===== src/rtl/apb_master_bridge21.sv =====
// APB initiator bridge: accepts one command at a time on a valid/ready request
// channel, runs the APB SETUP/ACCESS handshake on one of NUM_SLAVES21 select
// lines, and returns read data plus error status on a valid/ready response
// channel. A wait-state timeout aborts transfers whose slave never raises pready21.
module apb_master_bridge21 #(
  parameter int PADDR_WIDTH21  = 32,
  parameter int PWDATA_WIDTH21 = 32,
  parameter int PRDATA_WIDTH21 = 32,
  parameter int NUM_SLAVES21   = 4,
  parameter int TIMEOUT21      = 16
) (
  input  logic                      pclock21,
  input  logic                      preset21,
  // request channel
  input  logic                      req_valid21,
  output logic                      req_ready21,
  input  logic                      req_write21,
  input  logic [3:0]                req_sel21,
  input  logic [PADDR_WIDTH21-1:0]  req_addr21,
  input  logic [PWDATA_WIDTH21-1:0] req_wdata21,
  // response channel
  output logic                      rsp_valid21,
  input  logic                      rsp_ready21,
  output logic [PRDATA_WIDTH21-1:0] rsp_rdata21,
  output logic                      rsp_slverr21,
  output logic                      rsp_timeout21,
  // APB initiator side
  output logic [PADDR_WIDTH21-1:0]  paddr21,
  output logic                      prwd21,
  output logic [PWDATA_WIDTH21-1:0] pwdata21,
  output logic [NUM_SLAVES21-1:0]   psel21,
  output logic                      penable21,
  input  logic [PRDATA_WIDTH21-1:0] prdata21,
  input  logic                      pready21,
  input  logic                      pslverr21
);

  // Counter wide enough to hold TIMEOUT21 itself.
  localparam int CNT_W = (TIMEOUT21 > 1) ? $clog2(TIMEOUT21 + 1) : 1;
  // Count value seen on the last permitted stalled ACCESS cycle.
  localparam logic [CNT_W-1:0] CNT_LAST = (TIMEOUT21 > 0) ? CNT_W'(TIMEOUT21 - 1) : '0;
  // Select indices at or above this value have no psel21 line.
  localparam logic [4:0] NUM_SEL = 5'(NUM_SLAVES21);

  typedef enum logic [1:0] {
    S_IDLE   = 2'd0,
    S_SETUP  = 2'd1,
    S_ACCESS = 2'd2,
    S_RESP   = 2'd3
  } state_t;

  state_t                    state_q, state_d;
  logic [PADDR_WIDTH21-1:0]  addr_q, addr_d;
  logic [PWDATA_WIDTH21-1:0] wdata_q, wdata_d;
  logic                      write_q, write_d;
  logic [3:0]                sel_q, sel_d;
  logic [CNT_W-1:0]          cnt_q, cnt_d;
  logic [PRDATA_WIDTH21-1:0] rdata_q, rdata_d;
  logic                      slverr_q, slverr_d;
  logic                      timeout_q, timeout_d;

  logic                      sel_ok;
  logic                      bus_active;

  assign sel_ok = ({1'b0, req_sel21} < NUM_SEL);

  // Next-state and next-register computation for the whole transfer sequence.
  always_comb begin
    state_d   = state_q;
    addr_d    = addr_q;
    wdata_d   = wdata_q;
    write_d   = write_q;
    sel_d     = sel_q;
    cnt_d     = cnt_q;
    rdata_d   = rdata_q;
    slverr_d  = slverr_q;
    timeout_d = timeout_q;

    case (state_q)
      S_IDLE: begin
        if (req_valid21) begin
          addr_d  = req_addr21;
          wdata_d = req_wdata21;
          write_d = req_write21;
          sel_d   = req_sel21;
          if (sel_ok) begin
            state_d = S_SETUP;
          end else begin
            // No slave behind this index: answer with an error, never touch the bus.
            state_d   = S_RESP;
            rdata_d   = '0;
            slverr_d  = 1'b1;
            timeout_d = 1'b0;
          end
        end
      end

      S_SETUP: begin
        cnt_d   = '0;
        state_d = S_ACCESS;
      end

      S_ACCESS: begin
        if (pready21) begin
          // Read data is only meaningful for a read the slave completed cleanly.
          rdata_d   = (write_q || pslverr21) ? '0 : prdata21;
          slverr_d  = pslverr21;
          timeout_d = 1'b0;
          state_d   = S_RESP;
        end else if ((TIMEOUT21 != 0) && (cnt_q == CNT_LAST)) begin
          cnt_d     = cnt_q + CNT_W'(1);
          rdata_d   = '0;
          slverr_d  = 1'b1;
          timeout_d = 1'b1;
          state_d   = S_RESP;
        end else begin
          cnt_d = cnt_q + CNT_W'(1);
        end
      end

      S_RESP: begin
        if (rsp_ready21) begin
          state_d = S_IDLE;
        end
      end

      default: begin
        state_d = S_IDLE;
      end
    endcase
  end

  // FSM state register; reset abandons any transfer in flight.
  always_ff @(posedge pclock21 or posedge preset21) begin
    if (preset21) begin
      state_q <= S_IDLE;
    end else begin
      state_q <= state_d;
    end
  end

  // Transfer attributes, wait-state counter and response holding registers.
  always_ff @(posedge pclock21 or posedge preset21) begin
    if (preset21) begin
      addr_q    <= '0;
      wdata_q   <= '0;
      write_q   <= 1'b0;
      sel_q     <= '0;
      cnt_q     <= '0;
      rdata_q   <= '0;
      slverr_q  <= 1'b0;
      timeout_q <= 1'b0;
    end else begin
      addr_q    <= addr_d;
      wdata_q   <= wdata_d;
      write_q   <= write_d;
      sel_q     <= sel_d;
      cnt_q     <= cnt_d;
      rdata_q   <= rdata_d;
      slverr_q  <= slverr_d;
      timeout_q <= timeout_d;
    end
  end

  assign bus_active = (state_q == S_SETUP) || (state_q == S_ACCESS);

  // One-hot select decoded from the registered index while the bus is owned.
  always_comb begin
    psel21 = '0;
    for (int i = 0; i < NUM_SLAVES21; i++) begin
      psel21[i] = bus_active && (sel_q == 4'(i));
    end
  end

  assign req_ready21   = (state_q == S_IDLE);
  assign rsp_valid21   = (state_q == S_RESP);
  assign penable21     = (state_q == S_ACCESS);
  assign paddr21       = addr_q;
  assign pwdata21      = wdata_q;
  assign prwd21        = write_q;
  assign rsp_rdata21   = rdata_q;
  assign rsp_slverr21  = slverr_q;
  assign rsp_timeout21 = timeout_q;

  // Bus sanity: select never multi-hot, enable only with a select asserted.
  a_psel_onehot0: assert property (@(posedge pclock21) disable iff (preset21)
    $onehot0(psel21));
  a_penable_sel: assert property (@(posedge pclock21) disable iff (preset21)
    penable21 |-> (psel21 != '0));

endmodule

===== config.mk =====
export PLATFORM = sky130hd
export DESIGN_NAME = apb_master_bridge21
export DESIGN_NICKNAME = d
export VERILOG_FILES = /design/src/rtl/apb_master_bridge21.sv
export SDC_FILE = /design/constraint.sdc
export NUM_CORES = 1
export LEC_CHECK = 0
export CAP_MARGIN = 40
export CORE_ASPECT_RATIO = 1.75
export CORE_MARGIN = 2
export CORE_UTILIZATION = 40
export DETAILED_ROUTE_END_ITERATION = 10
export PLACE_DENSITY = 0.78
export SETUP_SLACK_MARGIN = 0.15
export SLEW_MARGIN = 20
export SYNTH_ARGS = -nofsm -noshare
export SYNTH_HDL_FRONTEND = slang
export SYNTH_SLANG_ARGS = --single-unit

===== constraint.sdc =====
create_clock -name pclock21 -period 4.8 [get_ports pclock21]
set_input_delay 1.2 -clock pclock21 [delete_from_list [all_inputs] [get_ports pclock21]]
set_output_delay 1.2 -clock pclock21 [all_outputs]
set_load 0.1 [all_outputs]

### Word level (Yosys, flattened, before mapping)

Cells that the tools add are included.

* flip-flop bits (word level): 110
* input bits: 107
* output and inout port bits: 106
* logic and storage cells: 60

* $add $sub $neg: 1
* order comparisons: 1
* equal/unequal tests: 12
* muxes and demuxes: 23
* reduce and logical (&&, ||, !) cells: 14

Operator list (number)
* 32-bit 2-to-1 mux: 5
* 32-bit one-hot mux with 2 select lines: 1
* 2-bit 2-to-1 mux: 5
* 5-bit one-hot mux with 2 select lines: 1
* 4-bit by 2-bit equality test with 1-bit output, second input constant: 2
* 2-bit one-hot mux with 4 select lines: 1
* 1-bit 2-to-1 mux: 7
* 2-bit != test, second input constant: 3
* 5-bit by 1-bit adder with 5-bit output, second input constant: 1
* 5-bit by 4-bit equality test with 1-bit output, second input constant: 1
* 5-bit 2-to-1 mux: 1
* 2-bit equality test, second input constant: 2
* 4-bit by 1-bit equality test with 1-bit output, second input constant: 1
* 1-bit logical AND: 4
* 4-bit logical NOT: 1
* 4-bit by 3-bit less-than comparator with 1-bit output, second input constant: 1
* 1-bit one-hot mux with 2 select lines: 2
* 2-bit AND reduction: 2
* 4-bit AND reduction: 1
* 2-bit nonzero test: 2
* 3-bit by 1-bit != test with 1-bit output, second input constant: 1
* 3-bit AND reduction: 1
* 2-bit by 1-bit equality test with 1-bit output, second input constant: 1
* 2-bit logical NOT: 1
* 2 further kinds: 3

### Longest topological paths before layout

* depth in word-level cells: 4
* mapped depth: 7
* depth with buffers taken out: 6

### Worst setup path before layout

Ideal clock, no wire load.

* kind: register to output
* start point: register state_q[0]
* end point: output port psel21[0]
* arrival time: 3256 ps
* required time: 3600 ps
* slack: 344 ps
* cell stages (with the launch flop): 5
* buffers on the path: 0
* cell sequence: dfrtp_1 -> inv_1 -> ha_1 -> nor3b_1 -> nor3b_1

* word-level cells in the longest chain between the ends: 3
* elaborated cells between the ends (all ways): 4
* classes of those cells: 2 x eq/ne; 2 x reduce/logical

Ends and longest elaborated chain
* from (decl): RTL line 52 `state_t state_q, state_d;`
* from (signal assigned): RTL line 138 `state_q <= state_d;`
* 2-bit by 1-bit equality test with 1-bit output / 2-bit equality test (equally long branches): RTL line 165 `assign bus_active = (state_q == S_SETUP) || (state_q == S_ACCESS);`
* 1-bit logical OR (*): RTL line 165
* 1-bit logical AND (*): RTL line 171 `psel21[i] = bus_active && (sel_q == 4'(i));`
* to (decl): RTL line 31 `output logic [NUM_SLAVES21-1:0] psel21,`

Mark *: on every way between the ends. The rest lies on a longest branch, timed or not.

### Worst setup path after layout

* start point: register state_q[0]
* end point: output port penable21

* word-level cells in the longest chain between the ends: 1

Ends and longest elaborated chain
* 2-bit equality test: RTL line 177 `assign penable21 = (state_q == S_ACCESS);`
* to (decl): RTL line 32 `output logic penable21,`

No other way between the ends.

==> metrics.md <==
| Metric | Value |
|---|---|
| DRT Pass-1 Iters | `4` |
| Number of DRC markers in iteration 0 | `~150` |
| Core area | `0.0112 mm2` |
| Ranking of synthesized cells by area | `dfrtp_1 (60%), mux2_2 (18%), mux2i_1 (7.2%)` |
| Setup crit start kind | `flip-flop` |
| Count of port buffers added during placement | `about 210` |
| Setup TNS | `0 ns` |
| Die ar. | `0.0123 mm2` |
| Max-slew violations | `0` |
| CP endpoint kind | `primary output` |
| Seq cells post-synth | `between 100 and 150` |
| Most common cell after layout, fill and taps aside | `clkdlybuf4s50_1` |
| Compound-Gate Fraction of Synth Area | `1.18%` |
| RSZ-0062 raised after global routing | `no` |
| Die X-Extent | `84.8 um` |
| Max-Cap Viols | `0` |
| Worst r2r src | `state_q[0]` |
| Synth warn | `0` |
| # DRC | `0` |
| CTS Root Cell | `clkbuf_16` |
| Post-synthesis simple-gate area fraction | `6.79%` |
| H-tree depth | `3` |
| Via Count | `3,904` |
| Vias per cell | `between 4 and 5` |
| Setup violators final | `0` |
| Dpl ws | `1.49 ns` |
| Commonest non-fill, non-tap cells in the layout | `clkdlybuf4s50_1 (208), dfrtp_1 (110), mux2_2 (72)` |
| Initial antenna violation count | `1` |
| Crit-path max FO | `15` |
| CP Launch Point | `state_q[0]` |
| Largest net degree at the start of global routing | `62` |
| Layout cells sized above 1 | `a little under a third` |
| CP max-delay cell | `clkdlybuf4s50_1` |
| Tot GR Track Use | `between 20% and 30%` |
| Yosys top cell area share | `60.2%` |
| Hold-fix buffers, CTS | `0` |
| Syn-to-layout area delta | `99.1%` |
| Crit-path max cell delay | `between 0.6 and 0.7 ns` |
| Total gr overflow | `0` |
| Clk Latency, worst-skew pair | `0.34 ns` |
| Cell variety after synth | `25` |
| Vias in the first global route | `approximately 4,500` |
| Row Count | `51` |
| Wire length of the first global-routing pass | `23,100 um` |
| Synth area leader | `dfrtp_1` |
| Top-Level Pins | `~210` |
| Routed len/inst | `18.1 um` |
| CTS clock-pin slew for the worst setup and hold paths | `0.07 ns` |
| Crit path required time | `3.60 ns` |
| Register area share after synthesis | `60.2%` |
| Clk_skew | `0.00818 ns` |
| Critical path class | `reg -> out` |
| Arrival time worst endpoint | `approximately 2.2 ns` |
| Mapped Area | `between 0.004 and 0.005 mm2` |
| CTS Buf Count | `9` |
| Mux cell area share after synthesis | `around 25%` |
| Syn Inst Count | `349` |
| Hold WS | `0.506 ns` |
| Worst path buffer plus inverter count | `3` |
| Final instance area | `0.00910 mm2` |
| Fillers | `551` |
| Initial Util | `40.9%` |
| HP Class | `reg -> reg` |
| Post-CTS Setup Bufs | `0` |
| Status | `finished clean` |
| PostCTS Resize Cnt | `0` |
| Antenna viol nets, final | `0` |
| Adder-Cell Fraction of Synth Area | `around 1.9%` |
| DPL Wire Length | `roughly 11,000 um` |
| Final Wtd Congestion | `0.760` |
| Max Clk Rate | `approximately 0.3 GHz` |
| Post-synthesis xor/xnor area fraction | `0%` |
| Largest family of logic cells by synthesized area | `multiplexers` |
| Mean Syn Cell Area | `13.1 um2` |
| CTS max path bufs | `2` |
| CP cell instances | `inv_1, ha_1, clkdlybuf4s50_1, buf_8` |
| Final WS setup | `1.45 ns` |
| Net count, final | `a little under 800` |
| DRT Wirelength | `14,500 um` |
| Final period util | `69.8%` |
| Slew at the pin with the worst max-slew slack | `between 0.5 and 0.6 ns` |
| CTS Sinks | `110` |
| Hold Crit Start | `paddr21[27]` |
| Cell family with most CP delay | `buffers and inverters` |
| Die height | `145 um` |
| Slew HR | `62.3%` |
| Min Tclk post-route | `3.35 ns` |
| Final hold vios | `0` |
| Syn Nets | `around 460` |
| Area after DPL | `about 0.0088 mm2` |
| TritonCTS clock tree | `done` |
-- registers in the layout, summed over array words and instances, names as in the netlist --
register       flops
rsp_timeout21      1
cnt_q              5
sel_q              4
rsp_slverr21       1
rsp_rdata21       32
pwdata21          32
prwd21             1
state_q            2
paddr21           32
-- cell families (layout without fill, tap and decap cells) --
logic type | Yosys count | count (layout)
compound gates | 10 | 10
other cells | 0 | 1
buf+inv | 53 | 373
mux | 105 | 105
simple gates | 64 | 64
fa+ha+maj | 7 | 7
flops | 110 | 110
-- per-layer routing --
metal / GRT usage (%) / wire, um
met5: 0 / 0
met4: 10.7 / 583
met3: 5.28 / 707
met2: 45.4 / 8220
met1: 25.3 / 4980
-- final timing paths --
check,to,slack [ns],cells past startpoint
min,paddr21[27],0.51,1
min reg2reg,paddr21[27],0.51,1
max reg2reg,rsp_timeout21,2.38,6
min in group asynchronous,rsp_rdata21[16],1.27,2
max in group asynchronous,cnt_q[0],2.56,3
max,penable21,1.45,4
-- synth_stat cells --
cell,instances
a21oi_1,6
ha_1,7
buf_2,4
buf_1,6
o21ai_0,2
o31ai_1,1
nand3b_1,1
nand2b_1,3
inv_1,38
clkbuf_1,2
mux2_2,72
nor4bb_1,1
nand2_1,37
buf_6,3
dfrtp_1,110
nor2_1,9
nor2b_1,3
nor4_4,1
and3_1,2
nand3_1,1
nand4b_1,1
o22ai_1,1
nor3b_1,4
nor3_1,1
mux2i_1,33
-- worst register-to-register path: stages (launching register included) --
cell     delay [ns]
dfrtp_1        0.38
inv_1          0.10
ha_1           0.37
nor3b_1        0.25
nor4_4         0.28
buf_4          0.51
mux2_2         0.41
-- final cells by class --
cell class / count / area (um2) / area share (%)
sequential: 110 / 2750 / 30.2
tap: 132 / 165 / 1.81
antenna: 1 / 2.50 / 0.0275
clock buffer: 9 / 225 / 2.47
clock inverter: 7 / 81.3 / 0.894
timing repair buffer: 319 / 4120 / 45.3
multi-input combinational: 186 / 1610 / 17.7
inverter: 38 / 145 / 1.59
-- per-stage QoR --
step	instances	util, %
final	802	81.5
after detailed placement	785	78.7
after global routing	802	81.5
after CTS	801	81.5
after floorplan	349	-
after global placement	683	61.2
Power is left out: the tool's default activity adds up to more than one toggle a clock period on the data nets, which glitch-free logic cannot reach.
